### src/rtl/lsfr_pkg.sv
// Shared definitions for the LFSR generator/checker pair: default tap masks,
// the Fibonacci next-state function and the checker FSM state encoding.
package lsfr_pkg;

  typedef enum logic [1:0] {
    LSFR_HUNT   = 2'd0,
    LSFR_SYNC   = 2'd1,
    LSFR_LOCKED = 2'd2
  } lsfr_chk_state_t;

  // Maximal-length feedback masks; bit (n-1) is the x^n term.
  function automatic logic [31:0] lsfr_default_taps(input int data);
    logic [31:0] taps;
    case (data)
      3:       taps = 32'h0000_0006;
      4:       taps = 32'h0000_000C;
      5:       taps = 32'h0000_0014;
      6:       taps = 32'h0000_0030;
      7:       taps = 32'h0000_0060;
      8:       taps = 32'h0000_00B8;
      9:       taps = 32'h0000_0110;
      10:      taps = 32'h0000_0240;
      11:      taps = 32'h0000_0500;
      12:      taps = 32'h0000_0E08;
      13:      taps = 32'h0000_1C80;
      14:      taps = 32'h0000_3802;
      15:      taps = 32'h0000_6000;
      16:      taps = 32'h0000_B400;
      default: taps = 32'h0000_0000;
    endcase
    return taps;
  endfunction

  // Fibonacci step on the low 'width' bits: shift left, feedback enters bit 0.
  function automatic logic [31:0] lsfr_next(input logic [31:0] state,
                                            input logic [31:0] taps,
                                            input int          width);
    logic [31:0] mask;
    logic        fb;
    mask = (width >= 32) ? 32'hFFFF_FFFF : ((32'd1 << width) - 32'd1);
    fb   = ^(state & taps & mask);
    return ((state << 1) | {31'd0, fb}) & mask;
  endfunction

endpackage

### src/rtl/sat_counter.sv
// W-bit up counter that sticks at all-ones; a clear wins over an increment.
module sat_counter #(
  parameter int W = 16
) (
  input  logic         clk,
  input  logic         rst_n,
  input  logic         clr,
  input  logic         inc,
  output logic [W-1:0] count
);

  logic [W-1:0] count_q;

  always_ff @(posedge clk or negedge rst_n) begin
    if (!rst_n) begin
      count_q <= '0;
    end else if (clr) begin
      count_q <= '0;
    end else if (inc && (count_q != {W{1'b1}})) begin
      count_q <= count_q + W'(1);
    end
  end

  assign count = count_q;

endmodule

### src/rtl/lsfr_check.sv
// Receive-side PRBS checker: locks onto an lsfr word stream, then flywheels
// its own prediction and flags/counts every word that deviates from it.
module lsfr_check
  import lsfr_pkg::*;
#(
  parameter int              DATA     = 8,
  parameter logic [DATA-1:0] TAPS     = DATA'(lsfr_default_taps(DATA)),
  parameter int              SYNC_LEN = 4,
  parameter int              LOSS_LEN = 4,
  parameter int              CNT      = 16
) (
  input  logic            clk,
  input  logic            reset,
  input  logic            in_valid,
  input  logic [DATA-1:0] in,
  input  logic            clr,
  output logic            locked,
  output logic            err,
  output logic [CNT-1:0]  err_cnt,
  output lsfr_chk_state_t dbg_state
);

  // Handshake: in_valid qualifies in; there is no backpressure, so every
  // cycle with in_valid high consumes exactly one word and idle cycles freeze state.

  localparam int RUN_MAX = (SYNC_LEN > LOSS_LEN) ? SYNC_LEN : LOSS_LEN;
  localparam int RUN_W   = $clog2(RUN_MAX + 1);
  localparam logic [RUN_W-1:0] SYNC_LAST = RUN_W'(SYNC_LEN - 1);
  localparam logic [RUN_W-1:0] LOSS_LAST = RUN_W'(LOSS_LEN - 1);

  lsfr_chk_state_t state_q, state_d;
  logic [DATA-1:0] expect_q, expect_d;
  logic [RUN_W-1:0] match_q, match_d;
  logic [RUN_W-1:0] miss_q, miss_d;
  logic            err_q, err_d;
  logic            locked_q;
  logic            cnt_inc;

  logic [DATA-1:0] nxt_in;
  logic [DATA-1:0] nxt_exp;
  logic            in_zero;
  logic            in_match;

  assign nxt_in   = DATA'(lsfr_next(32'(in), 32'(TAPS), DATA));
  assign nxt_exp  = DATA'(lsfr_next(32'(expect_q), 32'(TAPS), DATA));
  assign in_zero  = (in == '0);
  assign in_match = (in == expect_q);

  // State register and registered outputs.
  always_ff @(posedge clk or negedge reset) begin
    if (!reset) begin
      state_q  <= LSFR_HUNT;
      expect_q <= '0;
      match_q  <= '0;
      miss_q   <= '0;
      err_q    <= 1'b0;
      locked_q <= 1'b0;
    end else begin
      state_q  <= state_d;
      expect_q <= expect_d;
      match_q  <= match_d;
      miss_q   <= miss_d;
      err_q    <= err_d;
      locked_q <= (state_d == LSFR_LOCKED);
    end
  end

  // Next-state and datapath update.
  always_comb begin
    state_d  = state_q;
    expect_d = expect_q;
    match_d  = match_q;
    miss_d   = miss_q;
    if (in_valid) begin
      case (state_q)
        LSFR_HUNT: begin
          // An all-zero word is the LFSR lock-up state and can never seed.
          if (!in_zero) begin
            expect_d = nxt_in;
            match_d  = '0;
            state_d  = LSFR_SYNC;
          end
        end
        LSFR_SYNC: begin
          if (in_match) begin
            expect_d = nxt_in;
            match_d  = match_q + RUN_W'(1);
            if (match_q == SYNC_LAST) begin
              state_d = LSFR_LOCKED;
            end
          end else if (in_zero) begin
            state_d = LSFR_HUNT;
          end else begin
            expect_d = nxt_in;
            match_d  = '0;
          end
        end
        LSFR_LOCKED: begin
          // Flywheel: a corrupted word never disturbs the prediction.
          expect_d = nxt_exp;
          if (in_match) begin
            miss_d = '0;
          end else if (miss_q == LOSS_LAST) begin
            miss_d  = '0;
            state_d = LSFR_HUNT;
          end else begin
            miss_d = miss_q + RUN_W'(1);
          end
        end
        default: begin
          state_d = LSFR_HUNT;
        end
      endcase
    end
  end

  // Error decode: only mismatches seen while locked are reported.
  always_comb begin
    err_d   = 1'b0;
    cnt_inc = 1'b0;
    if (in_valid && (state_q == LSFR_LOCKED) && !in_match) begin
      err_d   = 1'b1;
      cnt_inc = 1'b1;
    end
  end

  sat_counter #(
    .W (CNT)
  ) u_err_cnt (
    .clk   (clk),
    .rst_n (reset),
    .clr   (clr),
    .inc   (cnt_inc),
    .count (err_cnt)
  );

  assign locked    = locked_q;
  assign err       = err_q;
  assign dbg_state = state_q;

endmodule

### config.mk
export PLATFORM = sky130hd
export DESIGN_NAME = lsfr_check
export DESIGN_NICKNAME = d
export VERILOG_FILES = /design/src/rtl/lsfr_pkg.sv /design/src/rtl/sat_counter.sv /design/src/rtl/lsfr_check.sv
export SDC_FILE = /design/constraint.sdc
export NUM_CORES = 1
export LEC_CHECK = 0
export CORE_ASPECT_RATIO = 0.6
export CORE_MARGIN = 1
export CORE_UTILIZATION = 25
export CTS_CLUSTER_SIZE = 16
export DETAILED_ROUTE_END_ITERATION = 8
export SKIP_CTS_REPAIR_TIMING = 1
export SLEW_MARGIN = 20
export SYNTH_ARGS = -nofsm -noshare
export SYNTH_HDL_FRONTEND = slang
export SYNTH_SLANG_ARGS = --single-unit
### constraint.sdc
create_clock -name clk -period 1.65 [get_ports clk]
set_clock_uncertainty 0.05 [all_clocks]
set_input_delay 0.2475 -clock clk [delete_from_list [all_inputs] [get_ports clk]]
set_output_delay 0.2475 -clock clk [all_outputs]
set_load 0.05 [all_outputs]
==> flow_summary.ini <==
[timing]
hold_violations = 0
fin_crit_sh_pct = 113
rsz0062_at_grt = yes
fin_setup_tns_ps = -3780
holdWs_ps = 291
drv_slew = 0
max_freq_ghz = 0.536
tightestPinTransition_ps = 455
final.min_clock_period_ps = 1860
final.setup.worst_slack_ps = -214
slew_headroom_pct = 69.6
setup_viol = 31

[setup_path]
endpoint_kind = flop
reg2reg_depth = 6
crit_type = reg -> reg
start_kind = flop
required_ps = 1800
path_max_fanout = 12
cp.arrival_ps = 2010

[floorplan]
die_w_um = 125
core_area_um2 = 8690
start_util_pct = 26.2
rows = 26
die_height_um = 76.0
fp.dieArea_um2 = 9520
io_pins = 32

[grt]
grt_max_degree = 35
grt_antenna_before_repair = 0
grt_pass1_wl_um = 10400
grt_overflow = 0
grt_pass1_vias = 2051
grt_usage_pct = 13.6

[clock_tree]
cts.clk_slew.worst_paths_ps = 50
cts_buffers = 5
cts_tree = yes
clock_path_buffers = 2
clock_sinks = 34
cts_root_buffer = clkbuf_16
htree_levels = 2
clk_latency_ps = 270

[place]
io_buffers = 31
place_congestion = 0.908
place_area_um2 = 3320
dp_slack_ps = -563
hpwl_um = 4820
dp_cells = 440

[power]
pwr-share-seq_pct = 29.5
power_mw = 3.31
swShare_pct = 33.9
power_density_nw_per_um2 = 878
p_int_mw = 2.18
p_leak_nw = 1.65
pwr-share-clk_pct = 28.2
power_frac_comb_pct = 42.3
netSwitchingPower_mw = 1.12
ir_drop_v = 0.000384

[route]
drc = 0
vias = 2196
drtIter0Drc = 125
viasPerCell = 4.85
drt_wl_total_um = 6730
wl_per_cell_um = 14.8
ant_nets = 0
first_pass_iters = 6

[cells_and_area]
final_nets = 361
drive_above_1_share_pct = 51.3
antenna_cells = 0
area_delta_synth_final_pct = 65.2
final-seq-area_um2 = 871
finalInstanceArea_um2 = 3770
final_cells = 453
multi_input_area_um2 = 1640
fillers = 791
final_util_pct = 43.4

[synthesis]
syn_area_per_cell_um2 = 9.38
synth.area.mux_share_pct = 5.27
async_reset_ff_share_pct = 100
synth_area_um2 = 2280
synth_ff_type = dfrtp_1
synth_common_cells = dfrtp_1, nor2_1, a21oi_1, nand2_1, inv_1
ys_types = 52
ys_ff_latch = 34
synth_edf_count = 0
netlist_top_cells_area = dfrtp_1, ha_1, xnor2_1
synth-xor-area-share_pct = 4.99
synth_top_area_cell = dfrtp_1
synth_top_cell_area_share_pct = 37.3
ys.warnings.count = 0
synth_fp_nets = 264
syn-instance-count = 243
synth_top_family_by_area = simple AND/OR/NAND/NOR gates
yosys.cell_count.top_type = dfrtp_1
synth_compound_area_share_pct = 19.9
ys_seq_area_share_pct = 37.3
synthSimpleGateAreaFrac_pct = 23.2
synth_fa_ha_area_share_pct = 4.94

[flow_run]
maxCapViolCount = 0

[status]
violations = setup timing
status = finished with violations

[hold_path]
min_path_cells = 3
hp-class = in -> reg
-- worst paths after layout --
check | from | endpoint | slack, ps
setup / recovery | expect_q[4]$_DFFE_PN0P_ | u_err_cnt.count[3]$_DFFE_PN0P_ | -210
hold / removal | in[4] | expect_q[5]$_DFFE_PN0P_ | 290
setup reg to reg | expect_q[4]$_DFFE_PN0P_ | u_err_cnt.count[3]$_DFFE_PN0P_ | -210
hold reg to reg | miss_q[1]$_DFFE_PN0P_ | miss_q[1]$_DFFE_PN0P_ | 440
max in group asynchronous | reset | dbg_state[0]$_DFF_PN0_ | 1040
min in group asynchronous | reset | u_err_cnt.count[3]$_DFFE_PN0P_ | 300
-- cells in the final DEF, fill, tap and decap left out, drive strengths merged, types with 2 or more instances in the layout --
master / count
a21oi: 18
a22o: 2
a22oi: 6
a32oi: 2
and2: 2
and3: 3
and4: 2
buf: 87
clkbuf: 7
clkdlybuf4s50: 3
dfrtp: 34
dlymetal6s2s: 8
ha: 9
inv: 14
mux2: 10
nand2: 18
nand2b: 2
nand3: 8
nand4: 4
nor2: 22
nor2b: 10
nor3: 8
nor4: 3
o211ai: 2
o21a: 3
o21ai: 13
o21bai: 2
o31ai: 7
or3: 2
or4: 5
xnor2: 12
-- registers in the layout, summed over array words and instances, names as in the netlist --
name	flops
match_q	3
expect_q	8
dbg_state	2
u_err_cnt.count	16
err	1
miss_q	3
locked	1
-- cell families after synthesis --
kind of cell             after synthesis
XOR/XNOR                              13
adder cells (fa/ha/maj)                9
AND/OR/NAND/NOR                       92
AO/OA/AOI/OAI                         63
multiplexers                          10
flip-flops                            34
buffers and inverters                 22
-- power by group through the flow --
stage / logic (mW) / registers, mW / clock network, mW
after floorplan: 0.569 / 1.04 / 0
after global placement: 1.16 / 0.977 / 0
after detailed placement: 1.16 / 0.976 / 0
after CTS: 1.17 / 0.962 / 0.959
after global routing: 1.50 / 0.983 / 0.992
final: 1.40 / 0.975 / 0.932
-- worst max-delay path: stages, from the launching register on --
cell     delay (ps)
dfrtp_1         440
xnor2_2         170
nand4_4         190
o32ai_4         170
buf_12          170
or4_1           460
a21oi_1         140
-- metal layers --
layer  vias up  part of all wire, %  global-route usage (%)
li1       1081                    -                       -
met1      1066                   50                    20.5
met4         0                 0.79                    3.29
met3         4                  4.5                    2.75
met5         -                    0                       0
met2        45                   45                    19.4
-- cell type report --
class | count | area share [%]
Timing Repair Buffer | 98 | 24.2
Sequential cell | 34 | 23.1
Multi-Input combinational cell | 187 | 43.6
Tap cell | 112 | 3.72
Inverter | 14 | 1.46
Clock buffer | 7 | 3.79
Clock inverter | 1 | 0.133
No activity file was read; power rests on OpenSTA's default activity.
